### src/rtl/hack_bus_pkg.sv
// Shared definitions for the two-requester bus arbiter: grant states,
// requester IDs and a small helper that maps a requester to its grant state.
`timescale 1ns/1ps
package hack_bus_pkg;

    typedef enum logic [1:0] {
        IDLE  = 2'd0,
        GNT_A = 2'd1,
        GNT_B = 2'd2
    } state_t;

    localparam logic REQ_A = 1'b0;
    localparam logic REQ_B = 1'b1;

    function automatic state_t grant_of(input logic id);
        return (id == REQ_B) ? GNT_B : GNT_A;
    endfunction

endpackage

### src/rtl/mux16.sv
// 16-bit two-way select used as the shared arbiter datapath.
`timescale 1ns/1ps
module mux16 (
    input  logic [15:0] a,
    input  logic [15:0] b,
    input  logic        sel,
    output logic [15:0] y
);

    assign y = sel ? b : a;

endmodule

### src/rtl/bus_arbiter16.sv
// Round-robin arbiter sharing one 16-bit path between requesters A and B,
// with a burst limit that bounds how long one holder keeps the path.
`timescale 1ns/1ps
module bus_arbiter16
    import hack_bus_pkg::*;
#(
    parameter int unsigned BURST_MAX = 4,
    parameter int unsigned CNT_W     = 8
) (
    input  logic        clk,
    input  logic        rst_n,
    input  logic        a_req,
    input  logic [15:0] a_data,
    output logic        a_ack,
    input  logic        b_req,
    input  logic [15:0] b_data,
    output logic        b_ack,
    output logic        sel,
    output logic [15:0] out_data,
    output logic        out_valid,
    input  logic        out_ready
);

    localparam logic [CNT_W-1:0] CNT_LAST = CNT_W'(BURST_MAX - 1);

    state_t           state_q, state_d;
    logic [CNT_W-1:0] cnt_q, cnt_d;
    logic             last_q, last_d;

    logic holder_id;
    logic holder_req;
    logic other_req;
    logic beat;

    mux16 u_mux16 (
        .a   (a_data),
        .b   (b_data),
        .sel (sel),
        .y   (out_data)
    );

    always_comb begin
        sel       = (state_q == GNT_B);
        a_ack     = (state_q == GNT_A) & a_req & out_ready;
        b_ack     = (state_q == GNT_B) & b_req & out_ready;
        out_valid = ((state_q == GNT_A) & a_req) | ((state_q == GNT_B) & b_req);
        beat      = a_ack | b_ack;
    end

    // Both grant states share one body: view the inputs from the holder's side.
    always_comb begin
        holder_id  = (state_q == GNT_B) ? REQ_B : REQ_A;
        holder_req = (holder_id == REQ_B) ? b_req : a_req;
        other_req  = (holder_id == REQ_B) ? a_req : b_req;
    end

    always_comb begin
        state_d = state_q;
        cnt_d   = cnt_q;
        last_d  = last_q;
        unique case (state_q)
            IDLE: begin
                if (a_req || b_req) begin
                    cnt_d = '0;
                    if (a_req && b_req) begin
                        state_d = grant_of(~last_q);
                    end else begin
                        state_d = grant_of(b_req);
                    end
                end
            end
            GNT_A, GNT_B: begin
                if (!holder_req) begin
                    last_d = holder_id;
                    if (other_req) begin
                        state_d = grant_of(~holder_id);
                        cnt_d   = '0;
                    end else begin
                        state_d = IDLE;
                    end
                end else if (beat) begin
                    if (other_req && (cnt_q == CNT_LAST)) begin
                        state_d = grant_of(~holder_id);
                        cnt_d   = '0;
                        last_d  = holder_id;
                    end else if (cnt_q != CNT_LAST) begin
                        cnt_d = cnt_q + CNT_W'(1);
                    end
                end
            end
            default: begin
                state_d = IDLE;
                cnt_d   = '0;
            end
        endcase
    end

    // last resets to B so that A wins the first tie.
    always_ff @(posedge clk or negedge rst_n) begin
        if (!rst_n) begin
            state_q <= IDLE;
            cnt_q   <= '0;
            last_q  <= REQ_B;
        end else begin
            state_q <= state_d;
            cnt_q   <= cnt_d;
            last_q  <= last_d;
        end
    end

endmodule

### config.mk
export PLATFORM = sky130hd
export DESIGN_NAME = bus_arbiter16
export DESIGN_NICKNAME = d
export VERILOG_FILES = /design/src/rtl/hack_bus_pkg.sv /design/src/rtl/mux16.sv /design/src/rtl/bus_arbiter16.sv
export SDC_FILE = /design/constraint.sdc
export NUM_CORES = 1
export LEC_CHECK = 0
export CAP_MARGIN = 30
export CORE_AREA = 8 8 62 64
export CTS_CLUSTER_DIAMETER = 200
export DETAILED_ROUTE_END_ITERATION = 6
export DIE_AREA = 0 0 70 72
export PLACE_DENSITY = 0.78
export RECOVER_POWER = 50
export SLEW_MARGIN = 10
export SYNTH_ARGS = -nofsm -noshare
export SYNTH_HDL_FRONTEND = slang
export SYNTH_SLANG_ARGS = --single-unit
### constraint.sdc
create_clock -name clk -period 2.9 [get_ports clk]
set_input_delay 0.29 -clock clk [delete_from_list [all_inputs] [get_ports clk]]
set_output_delay 0.29 -clock clk [all_outputs]
set_load 0.05 [all_outputs]
==> impl_results.md, run 1 <==
* Status: complete, no violations
* Register bit total from synthesis at 11
* Cell-internal power at between 0.0006 and 0.0007 W
* Reg2reg path depth at 5
* Fmax at 394 MHz
* Initial DRC count at 103
* Num CTS Buffers at 3
* Critical Path Stages at 5
* Post-Syn Area at 1080 µm²
* Die area at 5040 µm²
* Top cell type by total area after synthesis: dfrtp_1
* Async S/R FF share, synth at 100%
* Commonest cells post-synth: 18 x mux2_2, 13 x o21ai_0, 10 x dfrtp_1, 10 x nor2_1, 8 x nand2_1
* Total grt overflow at 0
* Sw frac at 52.9%
* Critical path capture point type: primary output
* Post-cts sizing count at 0
* RD Place Congestion at 0.890
* CP top delay family: buffers and inverters
* Sequential power share at approximately 15%
* Leakage power total at about 0.69 nW
* Area contributors post-synth: dfrtp_1 23%, mux2_2 19%, o21ai_0 6.0%, ha_1 5.8%, nor2_1 3.5%
* Buf+Inv Stages, Crit Path at 3
* First-pass DRT Iterations at 4
* Netlist cell types at 32
* Synth Flop Type: dfrtp_1
* # nets final at 221
* Final Setup Violations at 0
* Tightest Pin Transition at a little under 0.6 ns
* Yosys warning count at 0
* Top-area cell type share of the netlist area at a little under a quarter
* Layout area overhead at 52.3%
* WL/cell at ~16 µm
* Crit start category: flop
* Die H at around 72 µm
* CTS HTree Levels at 1
* Largest net degree at the start of global routing at 18
* Worst EP required at 2.61 ns
* Total GRT Usage at between 10 and 15%
* Final period util at approximately 88%
* Net Switching at about 0.00073 W
* # diodes at 0
* Critical path type: reg2out
* Final-report hold violation count at 0
* Vias/cell at between 5 and 6
* Initial antenna violation count at 0
* Minimum clock period at 2.54 ns
* Crit path max-delay cell type: clkdlybuf4s50_1
* Clock power share at approximately 7.4%
* Share of layout cells above drive strength 1 at about 18%
* Post-synth EDFFs at 0
* Clk Latency, worst-skew pair at ~0.27 ns
* Number of global-route vias before repair at between 1000 and 1500
* Worst min-delay path class: in2async
* # rows at 20
* Peak supply drop at 0.497 mV
* # clock sinks at 11
* Total Routed Length at approximately 3400 µm
* Arrival @ worst endpoint at approximately 2.3 ns
* DR DRC count at 0
* DIE WIDTH at about 70 µm
* Setup TNS Final at 0 ns
* Clock root buffer: clkbuf_4
* RSZ-0062 raised after global routing: no
* Slew margin rel. at 60.3%
* First-pass GRT wire length at approximately 5500 µm
* Post-synthesis net count at between 150 and 200
* Post-detailed-route count of antenna-violating nets at 0
* Most frequent cell after synthesis: mux2_2
* Register area share after synthesis at about a quarter
* Largest stage delay on the critical path at between 0.7 and 0.8 ns
* CP Max Fanout at 17
* Hold-fix buffers, CTS at 0
* Worst setup margin at between 0.3 and 0.4 ns
* Setup Buffers After CTS at 0
* CORE AREA at about 2900 µm²
* Combinational Power Share at between 70 and 80%
* Fin util at between 50% and 60%
* HPWL after DPL at approximately 2800 µm
* CTS tree: built
* I/O pin count at between 50 and 60
* Via count at ~1100
* Dpl ws at approximately 0.54 ns
* Max_cap viols at 0
* Worst-path clk slew at about 0.07 ns
* Cell Pwr Density at 835 nW/µm²
* Clock buffer depth at 2
* CP cell instances: inv_1, ha_1, buf_4, mux2_2, clkdlybuf4s50_1
* Slew Limit Fails at 0
* Avg Cell Area, Syn at 8.95 µm²
* Syn Inst Count at roughly 120
* Final Skew at between 0.001 and 0.0015 ns
* Initial Util at 37.3%
* Power Total at 0.00138 W
* Number of port buffers at between 50 and 60
-- metal layers --
layer | GRT usage, % | part of all wire [%] | wire length, µm
met1 | 13.1 | 36 | 1220
met2 | 27.3 | 61 | 2040
met3 | 1.64 | 2.3 | 77
met4 | 2.46 | 0.57 | 19
met5 | 0 | 0 | 0
-- area by class of cell --
cell class	instances	area (µm²)
Clock inverter	1	5.00
Timing Repair Buffer	59	571
Inverter	6	22.5
Tap cell	33	41.3
Clock buffer	3	22.5
Sequential cell	11	277
Fill cell	269	1250
Multi-Input combinational cell	98	712
-- path summary, 6_finish.rpt --
check	start	to	slack (ns)
worst max-delay path	state_q[0]	out_data[2]	0.36
worst min-delay path	rst_n	cnt_q[7]	0.41
worst max register to register	cnt_q[0]	cnt_q[6]	0.51
worst min register to register	cnt_q[7]	cnt_q[7]	0.49
max in group asynchronous	rst_n	last_q	2.14
min in group clk	cnt_q[7]	cnt_q[7]	0.49
-- worst reg2reg max path, stage by stage (launching register included) --
cell and delay, ns:
dfrtp_1 0.41, ha_1 0.25, or4b_1 0.49, o311ai_2 0.59, a311o_1 0.39, o31ai_1 0.13
-- metrics by stage --
step | cell area, µm² | hold WS [ns] | cells
4_1_cts | 1670 | 0.356 | 211
6_report | 1650 | 0.413 | 211
5_1_grt | 1650 | 0.460 | 211
3_5_place_dp | 1650 | 0.474 | 207
3_3_place_gp | 1650 | 0.464 | 207
2_1_floorplan | 1080 | -0.00559 | 121
-- registers in the layout, indices dropped and copies added, names as in the netlist --
| register | cells |
|---|---|
| cnt_q | 8 |
| last_q | 1 |
| state_q | 2 |
-- cells by family after synthesis --
logic type                 share of synthesized area (%)
DFF                                                 25.5
and+or+nand+nor                                     18.8
AOI/OAI and AO/OA                                   20.8
muxes                                               21.7
buffers and inverters                               7.39
adders and majority gates                           5.77
-- power groups by stage --
stage                     sequential (W)  combinational, W  clock (W)
after floorplan                 0.000206          0.000811          0
after global placement          0.000210           0.00107          0
after detailed placement        0.000213           0.00109          0
after CTS                       0.000210           0.00110   0.000105
after global routing            0.000214           0.00114   0.000113
final                           0.000210           0.00107   0.000102
-- cell usage in the layout (no fill, tap or decap), types with 2 or more instances in the layout --
cell type	count
dfrtp_1	10
nand2_1	8
a31oi_1	2
o31ai_1	5
nor2b_1	3
clkdlybuf4s50_1	51
clkbuf_4	3
o21ai_0	13
mux2_2	18
inv_1	6
and3_1	4
a221oi_1	3
nor2_1	10
a21oi_1	6
clkbuf_1	2
mux2_1	2
buf_4	3
ha_1	5
and3_2	2
dlygate4sd3_1	3
nand3_1	5
Note: power is estimated with default switching activity, not from simulation.
==> run 2, diff against run 1 <==
--- a/config.mk
+++ b/config.mk
@@ -10,7 +10,7 @@
 export CTS_CLUSTER_DIAMETER = 200
 export DETAILED_ROUTE_END_ITERATION = 6
 export DIE_AREA = 0 0 70 72
-export PLACE_DENSITY = 0.78
+export PLACE_DENSITY = 0.88
 export RECOVER_POWER = 50
 export SLEW_MARGIN = 10
 export SYNTH_ARGS = -nofsm -noshare
==> impl_results.md, run 2 (same netlist as run 1, synthesis figures left out) <==
* Die area at between 5000 and 6000 µm²
* Metal1 wirelength at 1280 µm
* Number of port buffers at between 50 and 60
* Top sig layer: met4
* Worst EP required at around 2.6 ns
* First-pass DRT Iterations at 4
* Slew margin rel. at about three fifths
* Flop2flop setup slack at around 0.42 ns
* WL/cell at approximately 17 µm
* Total GRT Usage at 13.5%
* Total Routed Length at between 3000 and 4000 µm
* Cell Pwr Density at between 800 and 900 nW/µm²
* Final Skew at ~0.0021 ns
* # nets final at 220
* # diodes at 0
* Final period util at about nine tenths
* Die H at approximately 70 µm
* RD Place Congestion at 0.827
* Top flop regs: cnt_q (8), state_q (2), last_q (1)
* Final Setup Violations at 0
* Peak supply drop at ~0.52 mV
* Reg2reg path depth at 5
* HPWL after DPL at 2800 µm
* Minimum clock period at around 2.6 ns
* Post-detailed-route count of antenna-violating nets at 0
* Critical path type: reg2out
* Number of global-route vias before repair at around 1200
* Tightest Pin Transition at 0.625 ns
* Max_cap viols at 0
* Max reg flops at 8
* Clock buffer depth at 2
* Buf+Inv Stages, Crit Path at 3
* CP cell instances: inv_1, ha_1, buf_4, mux2_2, clkdlybuf4s50_1
* Num CTS Buffers at 3
* Critical path capture point type: primary output
* Fmax at between 300 and 400 MHz
* RR Startpoint: cnt_q[0]
* CORE AREA at a little under 3000 µm²
* Clk Latency, worst-skew pair at approximately 0.27 ns
* Worst setup margin at 0.310 ns
* Fill count at 266
* Dpl ws at 0.605 ns
* CTS tree: built
* Hold_ws at around 0.42 ns
* Hold-fix buffers, CTS at 0
* Biggest register: cnt_q
* Crit start category: flop
* Largest net degree at the start of global routing at 28
* DIE WIDTH at 70 µm
* Via count at roughly 1200
* Initial DRC count at 176
* Crit path max-delay cell type: clkdlybuf4s50_1
* Arrival @ worst endpoint at roughly 2.3 ns
* First-pass GRT wire length at approximately 5700 µm
* Leakage power total at between 0.6 and 0.7 nW
* Most frequent cells in the layout: 52 x clkdlybuf4s50_1, 18 x mux2_2, 13 x o21ai_0, 10 x nor2_1, 10 x dfrtp_1
* Share of layout cells above drive strength 1 at between 15 and 20%
* Met2 WL post-DR at between 1500 and 2000 µm
* Clock root buffer: clkbuf_4
* Post-cts sizing count at 0
* Initial Util at about 37%
* # clock sinks at 11
* CP Max Fanout at 27
* Worst R2R End: cnt_q[0]
* CTS HTree Levels at 1
* Status: complete, no violations
* Worst min-delay path class: in2async
* Vias/cell at 5.55
* Setup Buffers After CTS at 0
* Final-report hold violation count at 0
* # rows at 20
* RSZ-0062 raised after global routing: no
* Total grt overflow at 0
* Initial antenna violation count at 0
* Worst-path clk slew at approximately 0.07 ns
* CP top delay family: buffers and inverters
* Layout area overhead at 51.8%
* Slew Limit Fails at 0
* I/O pin count at 57
* Met3 wire len at roughly 170 µm
* Setup TNS Final at 0 ns
* Largest stage delay on the critical path at 0.71 ns
* Commonest non-fill, non-tap cell in the layout: clkdlybuf4s50_1
* DR DRC count at 0
[run 2: area by class of cell]
class / instances / area [µm²] / share of cell area, %
well taps: 33 / 41.3 / 2.51
inverters: 6 / 22.5 / 1.37
flip-flops and latches: 11 / 277 / 16.8
clock buffers: 4 / 26.3 / 1.60
repair buffers: 58 / 567 / 34.4
multi-input cells: 98 / 712 / 43.3
[run 2: how the worst max path moves through the flow]
stage	start	end	slack, ns	cells after the start
floorplan	state_q[0]	b_ack	0.28	6
finish	state_q[0]	out_data[6]	0.31	5
detailed placement	state_q[0]	out_data[6]	0.61	5
global placement	state_q[0]	out_data[11]	0.63	5
CTS	state_q[0]	out_data[11]	0.31	5
global route	state_q[0]	out_data[11]	0.23	5
[run 2: routing by layer]
metal  GRT usage (%)  vias to the layer above
met5               0                        -
met1            13.6                      539
met3            1.50                       13
met4            5.36                        0
li1                -                      562
met2            27.4                       52
[run 2: power by group]
part | total (W) | switching (W) | internal [W]
logic | 0.00107 | 0.000652 | 0.000418
clock network | 0.000105 | 0.0000513 | 0.0000534
registers | 0.000212 | 0.0000290 | 0.000183
[run 2: through the flow]
step	cell area (µm²)	power, W	utilization, %	cells
after global routing	1650	0.00147	56.7	210
after detailed placement	1640	0.00129	56.4	206
final	1650	0.00139	56.7	210
after CTS	1660	0.00140	57.3	210
after global placement	1640	0.00126	56.4	206
after floorplan	1080	0.00102	-	121
==> run 3, diff against run 2 <==
--- a/config.mk
+++ b/config.mk
@@ -11,7 +11,6 @@
 export DETAILED_ROUTE_END_ITERATION = 6
 export DIE_AREA = 0 0 70 72
 export PLACE_DENSITY = 0.88
-export RECOVER_POWER = 50
 export SLEW_MARGIN = 10
 export SYNTH_ARGS = -nofsm -noshare
 export SYNTH_HDL_FRONTEND = slang
==> impl_results.md, run 3 (same netlist as run 1, synthesis figures left out) <==
* Status: complete, no violations
* Post-detailed-route count of antenna-violating nets at 0
* Tightest Pin Transition at between 0.5 and 0.6 ns
* First-pass DRT Iterations at 4
* Leakage power total at approximately 0.69 nW
* Initial DRC count at roughly 160
* DIE WIDTH at around 70 µm
* Fmax at between 300 and 400 MHz
* I/O pin count at 57
* Non-Filler Instances at 210
* Total Routed Length at ~3600 µm
* # diodes at 0
* Die H at slightly above 70 µm
* Slew margin rel. at roughly 65%
* Critical path type: reg2out
* First-pass GRT wire length at 5670 µm
* RSZ-0062 raised after global routing: no
* Largest net degree at the start of global routing at 28
* Power Total at 0.00141 W
* Initial Util at between 30% and 40%
* Arrival @ worst endpoint at roughly 2.3 ns
* Max reg flops at 8
* Area of the multi-input gates at ~730 µm²
* DR DRC count at 0
* Buf+Inv Stages, Crit Path at 3
* CP Max Fanout at 27
* Hold_ws at 0.346 ns
* CORE AREA at ~2900 µm²
* Vias/cell at approximately 5.5
* Most frequent cells in the layout: 54 x clkdlybuf4s50_1, 18 x mux2_2, 13 x o21ai_0, 10 x nor2_1, 10 x dfrtp_1
* Crit start category: flop
* Post-cts sizing count at 0
* Setup TNS Final at 0 ns
* Hold-fix buffers, CTS at 0
* Total grt overflow at 0
* Biggest register: cnt_q
* RD Place Congestion at slightly above 0.8
* HPWL after DPL at between 2000 and 3000 µm
* Largest stage delay on the critical path at just over 0.7 ns
* Clk Latency, worst-skew pair at 0.27 ns
* Final period util at roughly nine tenths
* # rows at 20
* Num CTS Buffers at 3
* Clock buffer depth at 2
* Worst min-delay path class: in2async
* # clock sinks at 11
* Die area at approximately 5000 µm²
* CTS HTree Levels at 1
* Peak supply drop at around 0.52 mV
* Setup Buffers After CTS at 0
* Cell Pwr Density at between 800 and 900 nW/µm²
* CTS tree: built
* Number of global-route vias before repair at between 1000 and 1500
* CP cell instances: inv_1, ha_1, buf_4, mux2_2, clkdlybuf4s50_1
* Total GRT Usage at a little over an eighth
* Fill count at 260
* CP top delay family: buffers and inverters
* # nets final at between 200 and 250
* Minimum clock period at around 2.6 ns
* Critical path capture point type: primary output
* Layout area overhead at 53.6%
* Via count at around 1200
* Sequential Area at approximately 280 µm²
* WL/cell at 16.9 µm
* Top flop regs: cnt_q (8), state_q (2), last_q (1)
* Crit path max-delay cell type: clkdlybuf4s50_1
* Slew Limit Fails at 0
* Flop2flop setup slack at approximately 0.63 ns
* Worst-path clk slew at approximately 0.070 ns
* Initial antenna violation count at 0
* Post-Place Cells at around 210
* Final-report hold violation count at 0
* Number of port buffers at 56
* Final Skew at 0.00200 ns
* Commonest non-fill, non-tap cell in the layout: clkdlybuf4s50_1
* Max_cap viols at 0
* Worst EP required at roughly 2.6 ns
* Final Setup Violations at 0
* Clock root buffer: clkbuf_4
* Share of layout cells above drive strength 1 at 19.2%
-- run 3: cell count changes in the layout (fill, tap and decap cells not counted), sizes merged --
| cell | before | now |
|---|---|---|
| dlygate4sd3 | 2 | 0 |
| clkdlybuf4s50 | 52 | 54 |
| buf | 3 | 4 |
| clkbuf | 5 | 4 |
-- run 3: cell type report --
type,count,share of cell area (%)
multi-input combinational,98,43.7
inverter,6,1.35
tap,33,2.48
clock buffer,4,1.58
timing repair buffer,58,34.3
sequential,11,16.6
-- run 3: per-layer routing --
layer,up-vias,routed length [µm],GRT usage (%)
li1,563,-,-
met5,-,0,0
met4,0,78,5.36
met1,529,1290,13.6
met3,9,168,1.50
met2,52,2030,27.4
-- run 3: worst paths after layout --
kind / start / endpoint / depth (start not counted)
worst min-delay path: rst_n / cnt_q[5] / 1
worst max-delay path: state_q[0] / out_data[6] / 5
worst min register to register: cnt_q[7] / cnt_q[7] / 1
worst max register to register: state_q[0] / cnt_q[1] / 9
min in group clk: cnt_q[7] / cnt_q[7] / 1
max in group asynchronous: rst_n / last_q / 1
-- run 3: power breakdown --
| group | leakage (nW) | internal [W] | switching [W] |
|---|---|---|---|
| Clock | 0.0150 | 0.0000534 | 0.0000514 |
| Combinational | 0.525 | 0.000434 | 0.000659 |
| Sequential | 0.146 | 0.000183 | 0.0000283 |
-- run 3: through the flow --
step | utilization, % | area [µm²] | setup slack, ns
5_1_grt | 57.3 | 1660 | 0.229
4_1_cts | 57.3 | 1660 | 0.306
2_1_floorplan | - | 1080 | 0.276
6_report | 57.3 | 1660 | 0.311
3_3_place_gp | 56.4 | 1640 | 0.632
3_5_place_dp | 56.4 | 1640 | 0.605
